--- src/rtl/rng_pkg.sv ---
// Shared types and default constants for the LFSR random number generator.
package rng_pkg;

  typedef enum logic {
    IDLE = 1'b0,
    GEN  = 1'b1
  } state_t;

  // Maximal-length Galois feedback masks per common width.
  localparam logic [7:0]  TAPS_8  = 8'hB8;
  localparam logic [15:0] TAPS_16 = 16'hB400;
  localparam logic [31:0] TAPS_32 = 32'h80200003;

  localparam logic [15:0] SEED_16 = 16'hACE1;

endpackage

--- src/rtl/lfsr_core.sv ---
// Galois LFSR register with step/load/hold control; zero loads fall back to SEED.
module lfsr_core #(
  parameter int unsigned      WIDTH = 16,
  parameter logic [WIDTH-1:0] TAPS  = WIDTH'(16'hB400),
  parameter logic [WIDTH-1:0] SEED  = WIDTH'(16'hACE1)
) (
  input  logic             clk,
  input  logic             reset_n,
  input  logic             step,
  input  logic             load,
  input  logic [WIDTH-1:0] load_val,
  output logic [WIDTH-1:0] lfsr,
  output logic [WIDTH-1:0] lfsr_next
);

  // Right-shift Galois step.
  assign lfsr_next = (lfsr >> 1) ^ (lfsr[0] ? TAPS : '0);

  // Load has priority over step; the register never holds zero.
  always_ff @(posedge clk or negedge reset_n) begin
    if (!reset_n) begin
      lfsr <= SEED;
    end else if (load) begin
      lfsr <= (load_val == '0) ? SEED : load_val;
    end else if (step) begin
      lfsr <= lfsr_next;
    end
  end

endmodule

--- src/rtl/lfsr_rng.sv ---
// Uniform random values in [0, RANGE-1] via bounded rejection sampling.
// Optional: define RNG_STATS_EN to add the reject_cnt statistics port.
module lfsr_rng
  import rng_pkg::*;
#(
  parameter int unsigned      WIDTH     = 16,
  parameter logic [WIDTH-1:0] TAPS      = WIDTH'(TAPS_16),
  parameter logic [WIDTH-1:0] SEED      = WIDTH'(SEED_16),
  parameter int unsigned      RANGE     = 3,
  parameter int unsigned      MAX_TRIES = 4,
  localparam int unsigned     OUT_W     = ($clog2(RANGE) < 1) ? 1 : $clog2(RANGE)
) (
  input  logic             clk,
  input  logic             reset_n,
  input  logic             seed_load,
  input  logic             free_run,
  input  logic             req,
  output logic             ready,
  output logic [OUT_W-1:0] rand_val,
  output logic             rand_valid
`ifdef RNG_STATS_EN
  ,
  output logic [15:0]      reject_cnt
`endif
);

  localparam int unsigned    TRY_W   = ($clog2(MAX_TRIES) < 1) ? 1 : $clog2(MAX_TRIES);
  localparam logic [OUT_W:0] RANGE_W = (OUT_W+1)'(RANGE);
  localparam logic [TRY_W-1:0] TRY_LAST = TRY_W'(MAX_TRIES - 1);

  state_t             state, state_nxt;
  logic [WIDTH-1:0]   ent_cnt;
  logic [TRY_W-1:0]   try_cnt, try_nxt;
  logic               seed_pend, pend_nxt;
  logic [OUT_W-1:0]   val_nxt;
  logic               valid_nxt;
  logic               step, load, rej_inc;
  logic [WIDTH-1:0]   lfsr, lfsr_next;
  logic [OUT_W-1:0]   cand;
  logic               unused_lfsr;

  lfsr_core #(
    .WIDTH (WIDTH),
    .TAPS  (TAPS),
    .SEED  (SEED)
  ) u_core (
    .clk       (clk),
    .reset_n   (reset_n),
    .step      (step),
    .load      (load),
    .load_val  (ent_cnt ^ SEED),
    .lfsr      (lfsr),
    .lfsr_next (lfsr_next)
  );

  assign cand        = lfsr_next[OUT_W-1:0];
  assign ready       = (state == IDLE);
  assign unused_lfsr = ^{lfsr, lfsr_next};

  // Free-running entropy counter sampled by reseeds.
  always_ff @(posedge clk or negedge reset_n) begin
    if (!reset_n) ent_cnt <= '0;
    else          ent_cnt <= ent_cnt + WIDTH'(1);
  end

  // State and result registers.
  always_ff @(posedge clk or negedge reset_n) begin
    if (!reset_n) begin
      state      <= IDLE;
      try_cnt    <= '0;
      seed_pend  <= 1'b0;
      rand_val   <= '0;
      rand_valid <= 1'b0;
    end else begin
      state      <= state_nxt;
      try_cnt    <= try_nxt;
      seed_pend  <= pend_nxt;
      rand_val   <= val_nxt;
      rand_valid <= valid_nxt;
    end
  end

  // Next-state, LFSR control and rejection sampling.
  always_comb begin
    state_nxt = state;
    try_nxt   = try_cnt;
    pend_nxt  = seed_pend;
    val_nxt   = rand_val;
    valid_nxt = 1'b0;
    step      = 1'b0;
    load      = 1'b0;
    rej_inc   = 1'b0;
    case (state)
      IDLE: begin
        if (seed_load) load = 1'b1;
        if (req) begin
          state_nxt = GEN;
          try_nxt   = '0;
        end else if (free_run && !seed_load) begin
          step = 1'b1;
        end
      end
      GEN: begin
        step = 1'b1;
        if (seed_load) pend_nxt = 1'b1;
        if ({1'b0, cand} < RANGE_W) begin
          val_nxt   = cand;
          valid_nxt = 1'b1;
          state_nxt = IDLE;
        end else if (try_cnt == TRY_LAST) begin
          val_nxt   = OUT_W'({1'b0, cand} - RANGE_W);
          valid_nxt = 1'b1;
          state_nxt = IDLE;
          rej_inc   = 1'b1;
        end else begin
          try_nxt = try_cnt + TRY_W'(1);
          rej_inc = 1'b1;
        end
        // A pending reseed overrides this edge's step on the way back to IDLE.
        if (state_nxt == IDLE) begin
          if (seed_pend || seed_load) load = 1'b1;
          pend_nxt = 1'b0;
        end
      end
      default: state_nxt = IDLE;
    endcase
  end

`ifdef RNG_STATS_EN
  // Saturating count of rejected candidates.
  always_ff @(posedge clk or negedge reset_n) begin
    if (!reset_n)                               reject_cnt <= '0;
    else if (rej_inc && reject_cnt != 16'hFFFF) reject_cnt <= reject_cnt + 16'd1;
  end
`else
  logic unused_rej;
  assign unused_rej = rej_inc;
`endif

endmodule

--- config.mk ---
export PLATFORM = sky130hd
export DESIGN_NAME = lfsr_rng
export DESIGN_NICKNAME = d
export VERILOG_FILES = /design/src/rtl/rng_pkg.sv /design/src/rtl/lfsr_core.sv /design/src/rtl/lfsr_rng.sv
export SDC_FILE = /design/constraint.sdc
export NUM_CORES = 1
export LEC_CHECK = 0
export ABC_AREA = 0
export BUFFER_PORTS_ARGS = -buffer_cell sky130_fd_sc_hd__buf_2
export CAP_MARGIN = 0
export CORE_ASPECT_RATIO = 0.7
export CORE_MARGIN = 2
export CORE_UTILIZATION = 50
export DETAILED_ROUTE_END_ITERATION = 10
export PLACE_DENSITY = 0.67
export SETUP_SLACK_MARGIN = 0.5
export SYNTH_ARGS = -nofsm -noshare
export SYNTH_HDL_FRONTEND = slang
export SYNTH_SLANG_ARGS = --single-unit
--- constraint.sdc ---
create_clock -name clk -period 3.5 [get_ports clk]
set_input_delay 0.525 -clock clk [delete_from_list [all_inputs] [get_ports clk]]
set_output_delay 0.525 -clock clk [all_outputs]
set_load 0.01 [all_outputs]
Word level (Yosys, flattened, before mapping)
Cells that the tools add are included.
{"block": "op_classes", "muxes": 27, "order_cmp": 1, "bitwise_logic": 3, "add_sub_neg": 3, "eq_ne": 5, "reduce_logical": 9}
{"op": "2-to-1 mux 16 bit", "count": 4}
{"op": "adder 16 x 1 -> 16 bit (second input constant)", "count": 1}
{"op": "logical NOT 16 bit", "count": 1}
{"op": "bitwise XOR 15 x 16 -> 16 bit", "count": 1}
{"op": "2-to-1 mux 1 bit", "count": 14}
{"op": "2-to-1 mux 2 bit", "count": 5}
{"op": "inequality test 2 bit (second input constant)", "count": 4}
{"op": "inverter 8 bit", "count": 1}
{"op": "case mux 1 bit (2 select lines)", "count": 3}
{"op": "case mux 2 bit (2 select lines)", "count": 1}
{"op": "AND reduction 2 bit", "count": 2}
{"op": "nonzero test 2 bit", "count": 2}
{"op": "AND reduction 3 bit", "count": 1}
{"op": "adder 2 x 1 -> 2 bit (second input constant)", "count": 1}
{"op": "equality test 2 bit (second input constant)", "count": 1}
{"op": "less-than comparator 2 bit (second input constant)", "count": 1}
{"op": "subtractor 2 bit (second input constant)", "count": 1}
{"op": "logical AND 1 bit", "count": 1}
{"op": "logical NOT 1 bit", "count": 1}
{"op": "logical OR 1 bit", "count": 1}
{"op": "inverter 1 bit", "count": 1}
{"block": "totals", "output_inout_bits": 4, "inputBits": 5, "reg_bits": 39, "word_cells": 55}

Logic depth before layout (Yosys ltp)
Gate-level depths: netlist (run 1).
{"block": "logic_depth", "depth_word": 8, "ltp_mapped": 7, "ltp_nobuf": 6}

Modules after synthesis
A second synthesis (run 1) with hierarchy kept.
{"block": "hier_totals", "hier_cells": 180, "area_unflattened_um2": 1965.6}
{"module": "lfsr_rng", "area_each_um2": 1062.3, "n_inst": 1, "cells_per_inst": 98, "seq_area_each_um2": 575.6}
{"module": "lfsr_core", "area_each_um2": 903.4, "n_inst": 1, "cells_per_inst": 82, "seq_area_each_um2": 410.4}

Worst setup path before layout (run 1)
Ideal clock, no wire load.
{"block": "synth_path", "kind": "register to register", "start": "register ent_cnt[1]", "end": "register u_core.lfsr[10]", "n_path_buf": 1, "path_stages_with_launch": 8, "synth_period_minus_slack_ps": 1998, "path_slack_ps": 1502, "setup_time_ps": 86, "required_ps": 3414, "arrival_ps": 1911, "cell_sequence": "dfrtp_1 -> inv_1 -> ha_1 -> or3b_2 -> or4_1 -> buf_2 -> and3_1 -> o31ai_2"}
{"block": "synth_via", "elab_chain_cells": 3}
{"element": "from (decl)", "line": "lfsr_rng.sv:32", "text": "logic [WIDTH-1:0] ent_cnt;"}
{"element": "from (signal assigned)", "line": "lfsr_rng.sv:63", "text": "else ent_cnt <= ent_cnt + WIDTH'(1);"}
{"element": "logical NOT 16 bit", "line": "lfsr_core.sv:24", "text": "lfsr <= (load_val == '0) ? SEED : load_val;"}
{"element": "2-to-1 mux 16 bit", "line": "lfsr_core.sv:24"}
{"element": "2-to-1 mux 16 bit", "line": "lfsr_core.sv:23", "text": "end else if (load) begin"}
{"element": "to (signal assigned)", "line": "lfsr_core.sv:24"}
{"element": "to (signal assigned)", "line": "lfsr_core.sv:26", "text": "lfsr <= lfsr_next;"}
{"element": "to (decl)", "line": "lfsr_core.sv:12", "text": "output logic [WIDTH-1:0] lfsr,"}
No other way between the ends.
A chain may end at the register's enable or synchronous reset.

Final worst setup path (run 1)
{"block": "layout_path", "start": "register ent_cnt[0]", "end": "register u_core.lfsr[15]"}
{"block": "layout_via", "elab_chain_cells": 4}
{"element": "inverter 8 bit (no source line)"}
{"element": "logical NOT 16 bit", "line": "lfsr_core.sv:24"}
{"element": "2-to-1 mux 16 bit", "line": "lfsr_core.sv:24"}
{"element": "2-to-1 mux 16 bit", "line": "lfsr_core.sv:23"}
No other way between the ends.

==> metrics.md, run 1 <==
| Metric | Value |
|---|---|
| P_int | `1.08 mW` |
| Initial DRT Pass Iterations | `4` |
| P_sw | `491 µW` |
| Hold Path Class | `input pin to async pin` |
| Logic pwr share | `26.8%` |
| CTS HTree Levels | `2` |
| Num CTS Buffers | `5` |
| Sequential share of power | `45.6%` |
| Commonest non-fill, non-tap cells in the layout | `dfrtp_1 (31), nand2_1 (25), nor2_1 (14)` |
| Share of the synthesized area in the top cell type | `between 40% and 50%` |
| Clock power frac | `27.6%` |
| Register bit total from synthesis | `39` |
| Post-route setup slack | `roughly 1.3 ns` |
| PortBufs | `8` |
| Power Dens Cells | `748 nW/µm²` |
| CTS Buffer Depth | `2` |
| Slowest CP cell | `or4_1` |
| Worst reg-to-reg path cell count | `5` |
| Post-Route WL | `around 3700 µm` |
| Critical R2R Capture | `u_core.lfsr[15]` |
| Startpoint types | `register` |
| CP peak stage delay | `between 0.5 and 0.6 ns` |
| R2R setup slack | `1.30 ns` |
| Worst r2r src | `ent_cnt[0]` |
| Finish-stage setup viols | `0` |
| Synth cell types | `35` |
| Drt wl/cell | `15.3 µm` |
| Worst slack, placed | `1.31 ns` |
| Routed Antenna Nets | `0` |
| Post-DP HPWL | `around 2600 µm` |
| Hold_buf cts | `0` |
| Final hold vios | `0` |
| FMAX | `454 MHz` |
| CTS tree | `done` |
| Vias | `1,317` |
| Final TNS setup | `0 ns` |
| Crit-path max FO | `9` |
| Clk_skew | `0.00952 ns` |
| Avg Cell Area, Syn | `10.5 µm²` |
| Leak | `0.930 nW` |
| Core Area | `3580 µm²` |
| Syn Std Cell Area | `1890 µm²` |
| Routability Congestion | `0.799` |
| EDFF count, synth | `0` |
| Setup bufs post-CTS | `0` |
| Sw frac | `31.1%` |
| 1st-iter DRT viols | `80` |
| Tot GR Track Use | `19.0%` |
| CTS resizes | `0` |
| Max cap viols | `0` |
| Fin crit period | `2.20 ns` |
| Maximum vdd drop | `357 µV` |
| Required @ worst endpoint | `3.71 ns` |
| Status | `completed` |
| Wire length on met3 | `130 µm` |
| Met2 WL | `1600 µm` |
| Yosys Warn Count | `0` |
| Final Slew Violations | `0` |
| Layout Nets | `196` |
| Delay-heaviest family, CP | `simple AND/OR/NAND/NOR gates` |
| Worst-path cell chain | `ha_1, or3b_2, or4_1, and3_1, o31ai_2` |
| Commonest non-fill, non-tap cell in the layout | `dfrtp_1` |
| Vias per inst | `5.51` |
| Setup CP Type | `register to register` |
| Clk_lat worst skew | `about 0.29 ns` |
| Clock-pin slew on the worst setup and hold paths | `0.08 ns` |
| IO Pins | `9` |
| Largest net degree at the start of global routing | `40` |
| Site row count | `18` |
| Share of layout cells above drive strength 1 | `20.1%` |
| Worst-Margin Slew | `about 0.84 ns` |
| Register area share after synthesis | `52.0%` |
| Vias in the first global route | `1,289` |
| Die Area | `4310 µm²` |
| Ys async rst share | `100%` |
| Yosys top cell by area | `dfrtp_1` |
| Die H | `55.5 µm` |
| Die Width | `77.6 µm` |
| DR top layer | `met4` |
| Gate count after technology mapping | `181` |
| Residual DRC count | `0` |
| Unrepaired setup endpoints after global routing | `false` |
| Commonest register cell after synthesis | `dfrtp_1` |
| N_diodes | `0` |
| Area growth from synthesis to layout | `11.2%` |
| Effective utilization at floorplan | `52.9%` |
| CTS sink count | `39` |
| Grt total ovfl | `0` |
| Crit end category | `register` |
| Critical Path AT | `2.41 ns` |
| Root buf cell | `clkbuf_8` |
| Synth top area cells | `dfrtp_1 (41%), dfstp_2 (11%), o31ai_2 (5.3%)` |
| Max-slew headroom | `between 40% and 50%` |
| Tcrit/Tclk final | `63.0%` |
| Crit path buffers/inverters | `0` |
| Syn Nets | `189` |
| First-pass GRT wire length | `approximately 6300 µm` |
| Initial antenna violation count | `0` |
| Wl on met1 | `1880 µm` |
synth_stat cells, types with 2 or more instances:
cell and n:
dfstp_2 8, nand3_1 7, ha_1 3, o22ai_1 3, nor2_1 14, clkbuf_1 5, a21oi_1 2, or4_1 2
inv_1 7, buf_2 2, and3_1 7, o21ai_1 3, nand2_1 25, o21ai_0 7, mux2i_1 9, o31ai_2 8
nand4_1 5, dfrtp_1 31, xor2_1 8, xnor2_1 10
worst register-to-register path, stage by stage, from the launching register on:
cell and delay [ns]:
dfrtp_1 0.47, ha_1 0.18, or3b_2 0.44, or4_1 0.56, and3_1 0.26, o31ai_2 0.22
stage by stage:
step           total power [mW]  std cells  hold WS [ns]  cell area [µm²]  util (%)
3_3_place_gp               1.12        231         0.466             1970      55.1
3_5_place_dp               1.15        231         0.484             1970      55.1
6_report                   1.58        239         0.345             2110      58.8
2_1_floorplan              1.03        181         0.229             1890         -
4_1_cts                    1.59        239         0.370             2110      58.8
5_1_grt                    1.69        239         0.405             2110      58.8
layout make-up:
class | instances | area, µm²
Clock buffer | 6 | 72.6
Clock inverter | 2 | 60.1
Fill cell | 308 | 1480
Inverter | 8 | 30.0
Multi-Input combinational cell | 125 | 847
Sequential cell | 39 | 986
Tap cell | 50 | 62.6
Timing Repair Buffer | 9 | 47.5
worst max-delay path by stage:
stage / depth (start not counted) / startpoint / endpoint
6_report: 5 / ent_cnt[0] / u_core.lfsr[15]
5_1_grt: 6 / ent_cnt[1] / u_core.lfsr[10]
3_5_place_dp: 6 / ent_cnt[1] / u_core.lfsr[15]
3_3_place_gp: 6 / ent_cnt[1] / u_core.lfsr[15]
2_1_floorplan: 7 / ent_cnt[1] / u_core.lfsr[10]
4_1_cts: 6 / ent_cnt[1] / u_core.lfsr[15]
flip-flops by register name, indices dropped and copies added (netlist names):
register and count:
ent_cnt 16, u_core.lfsr 16, rand_val 2, try_cnt 2
rand_valid 1, seed_pend 1, state 1
kinds of logic (layout without fill, tap and decap cells):
family	count (synthesis)	after routing	synth area share, %
muxes	9	9	4.76
adders and majority gates	3	3	1.98
AOI/OAI and AO/OA	26	26	10.8
buffers and inverters	17	25	3.90
and+or+nand+nor	69	69	18.2
DFF	39	39	52.0
xor gates and xnor gates	18	18	8.32
power groups by stage:
stage	registers (mW)	clock network (mW)	logic [mW]
finish	0.718	0.435	0.422
global route	0.735	0.472	0.480
CTS	0.719	0.444	0.430
detailed placement	0.726	0	0.427
global placement	0.716	0	0.407
floorplan	0.684	0	0.345
metal layers:
layer,vias up,global-route usage [%]
li1,634,-
met1,650,28.1
met2,28,27.0
met3,5,4.90
met4,0,6.38
met5,-,0
(Power assumes the default switching activity.)
==> run 2: changes to the inputs <==
--- a/config.mk
+++ b/config.mk
@@ -12,7 +12,7 @@
 export CORE_MARGIN = 2
 export CORE_UTILIZATION = 50
 export DETAILED_ROUTE_END_ITERATION = 10
-export PLACE_DENSITY = 0.67
+export PLACE_DENSITY = 0.7
 export SETUP_SLACK_MARGIN = 0.5
 export SYNTH_ARGS = -nofsm -noshare
 export SYNTH_HDL_FRONTEND = slang
==> constraint.sdc (replaced) <==
create_clock -name clk -period 1.8 [get_ports clk]
set_input_delay 0.27 -clock clk [delete_from_list [all_inputs] [get_ports clk]]
set_output_delay 0.27 -clock clk [all_outputs]
set_load 0.01 [all_outputs]
==> run 2 against run 1 <==
  * Critical endpoint is now u_core.lfsr[11]
  * Worst hold slack worse by 0.32 ns
  * Final cell count up 16%
  * Sequential power increased by 92%
  * The flow now finishes with violations (negative setup slack)
  * Register-to-register slack got worse by 1.4 ns
==> metrics.md, run 2 (same netlist as run 1, synthesis figures left out) <==
| Metric | Value |
|---|---|
| Status | `finished with violations (was completed)` |
| Failing checks | `negative setup slack` |
| Area growth from synthesis to layout | `39.2% (was 11.2%)` |
| Worst reg-to-reg path cell count | `4 (was 5)` |
| Fin crit period | `1.92 ns (was 2.20 ns)` |
| Routability Congestion | `1.01 (was 0.799)` |
| Initial DRT Pass Iterations | `4 (unchanged)` |
| PortBufs | `8 (unchanged)` |
| Num CTS Buffers | `5 (unchanged)` |
| CTS HTree Levels | `2 (unchanged)` |
| Final Slew Violations | `0 (unchanged)` |
| Placed cell area | `2170 µm² (was 1970 µm²)` |
| Crit-path max FO | `5 (was 9)` |
| Die Width | `77.6 µm (unchanged)` |
| Max cap viols | `0 (unchanged)` |
| Commonest non-fill, non-tap cell in the layout | `dfrtp_1 (unchanged)` |
| Largest net degree at the start of global routing | `40 (unchanged)` |
| Vias | `1,558 (was 1,317)` |
| Maximum vdd drop | `794 µV (was 357 µV)` |
| IO Pins | `9 (unchanged)` |
| Clk_lat worst skew | `0.29 ns (about the same)` |
| Hold_ws | `0.0209 ns (was 0.345 ns)` |
| Hold Path Class | `input pin to async pin (unchanged)` |
| Residual DRC count | `0 (unchanged)` |
| P_int | `2.22 mW (was 1.08 mW)` |
| Sw frac | `34.7% (was 31.1%)` |
| Clk_skew | `0.00424 ns (was 0.00952 ns)` |
| Worst-Margin Slew | `0.485 ns (was 0.838 ns)` |
| Die Area | `4310 µm² (unchanged)` |
| Sequential share of power | `40.6% (was 45.6%)` |
| Final hold vios | `0 (unchanged)` |
| CTS tree | `done (unchanged)` |
| Largest regs | `ent_cnt x16, u_core.lfsr x16 (unchanged)` |
| Tcrit/Tclk final | `107% (was 63.0%)` |
| Root buf cell | `clkbuf_8 (unchanged)` |
| CTS Buffer Depth | `2 (unchanged)` |
| Vias in the first global route | `1,524 (was 1,289)` |
| Share of layout cells above drive strength 1 | `45.8% (was 20.1%)` |
| Leak | `1.16 nW (was 0.930 nW)` |
| Total power draw | `3.40 mW (was 1.58 mW)` |
| Power Dens Cells | `1290 nW/µm² (was 748 nW/µm²)` |
| FMAX | `521 MHz (was 454 MHz)` |
| Crit end category | `register (unchanged)` |
| First-pass GRT wire length | `7650 µm (was 6300 µm)` |
| Setup CP Type | `register to register (unchanged)` |
| Unrepaired setup endpoints after global routing | `true (was false)` |
| Tot GR Track Use | `22.9% (was 19.0%)` |
| Critical R2R Capture | `u_core.lfsr[11] (was u_core.lfsr[15])` |
| Logic pwr share | `40.6% (was 26.8%)` |
| Layout Nets | `234 (was 196)` |
| R2R setup slack | `-0.12 ns (was 1.30 ns)` |
| Effective utilization at floorplan | `52.9% (unchanged)` |
| Worst r2r src | `ent_cnt[2] (was ent_cnt[0])` |
| Clock-pin slew on the worst setup and hold paths | `0.07 ns (was 0.08 ns)` |
| Final instance area | `2640 µm² (was 2110 µm²)` |
| Vias per inst | `5.62 (was 5.51)` |
| Post-route setup slack | `-0.120 ns (was 1.30 ns)` |
| Die H | `55.5 µm (unchanged)` |
| Post-DP HPWL | `2870 µm (was 2580 µm)` |
| 1st-iter DRT viols | `120 (was 80)` |
| Grt total ovfl | `0 (unchanged)` |
| Drt wl/cell | `17.7 µm (was 15.3 µm)` |
| Max-slew headroom | `67.6% (was 44.1%)` |
| Clock power frac | `18.8% (was 27.6%)` |
| Finish-stage setup viols | `9 (was 0)` |
| Hold_buf cts | `0 (unchanged)` |
| Post-Route WL | `4900 µm (was 3650 µm)` |
| Site row count | `18 (unchanged)` |
| CTS sink count | `39 (unchanged)` |
| Core Area | `3580 µm² (unchanged)` |
| Critical Path AT | `2.13 ns (was 2.41 ns)` |
| Commonest non-fill, non-tap cells in the layout | `dfrtp_1 (30), buf_4 (29), nand2_1 (22) (was dfrtp_1 (31), nand2_1 (25), nor2_1 (14))` |
| Required @ worst endpoint | `2.01 ns (was 3.71 ns)` |
| Worst slack, placed | `-0.164 ns (was 1.31 ns)` |
| Startpoint types | `register (unchanged)` |
| Routed Antenna Nets | `0 (unchanged)` |
| Initial antenna violation count | `0 (unchanged)` |
| N_diodes | `0 (unchanged)` |
| P_sw | `1.18 mW (was 491 µW)` |
[run 2: cell count changes in the layout (fill, tap and decap cells not counted), sizes merged]
cell    previous run  this run
buf                9        44
or4                2         3
inv                8         7
clkbuf             6         8
bufinv             2         0
clkinv             0         1
o21ba              1         3
[run 2: layout make-up]
class / count / area (µm²)
flip-flops and latches: 39 / 987
inverters: 8 / 42.5
multi-input cells: 128 / 1090
repair buffers: 44 / 355
clock buffers: 8 / 100
well taps: 50 / 62.6
fillers: 237 / 945
[run 2: repair_timing]
action | CTS | global route
resized for setup | 27 | 16
buffers inserted | 9 | 9
setup endpoints to repair | 23 | 30
pin swaps | 22 | 20
gates cloned | 3 | 0
[run 2: worst max-delay path: stages, from the launching register on]
cell,delay [ns]
dfrtp_1,0.38
or4_4,0.55
or4_4,0.54
and3_4,0.19
o31ai_4,0.17
[run 2: how the worst max path moves through the flow]
stage | from | endpoint | slack [ns] | depth (start not counted)
2_1_floorplan | ent_cnt[1] | u_core.lfsr[0] | -0.18 | 7
3_3_place_gp | ent_cnt[1] | u_core.lfsr[5] | -0.13 | 6
3_5_place_dp | ent_cnt[1] | u_core.lfsr[7] | -0.16 | 6
4_1_cts | ent_cnt[2] | u_core.lfsr[7] | -0.11 | 4
5_1_grt | ent_cnt[1] | u_core.lfsr[11] | -0.17 | 6
6_report | ent_cnt[2] | u_core.lfsr[11] | -0.12 | 4
[run 2: power groups by stage]
| stage | Clock, mW | Sequential [mW] | Combinational, mW |
|---|---|---|---|
| final | 0.641 | 1.38 | 1.38 |
| after detailed placement | 0 | 1.40 | 0.926 |
| after floorplan | 0 | 1.33 | 0.757 |
| after global routing | 0.692 | 1.40 | 1.48 |
| after global placement | 0 | 1.38 | 0.878 |
| after CTS | 0.652 | 1.36 | 1.19 |
[run 2: layer usage]
layer	track usage [%]	up-vias	wire, µm
met2	35.0	39	2390
met5	0	-	0
met3	4.58	8	191
met4	6.89	0	61
li1	-	720	-
met1	33.3	791	2250
[run 2: metrics by stage]
step / TNS (ns) / instances / util [%]
detailed placement: -1.21 / 248 / 60.7
global route: -1.32 / 277 / 73.6
finish: -0.833 / 277 / 73.6
global placement: -0.954 / 248 / 60.7
floorplan: -1.51 / 181 / -
CTS: -0.844 / 268 / 69.2
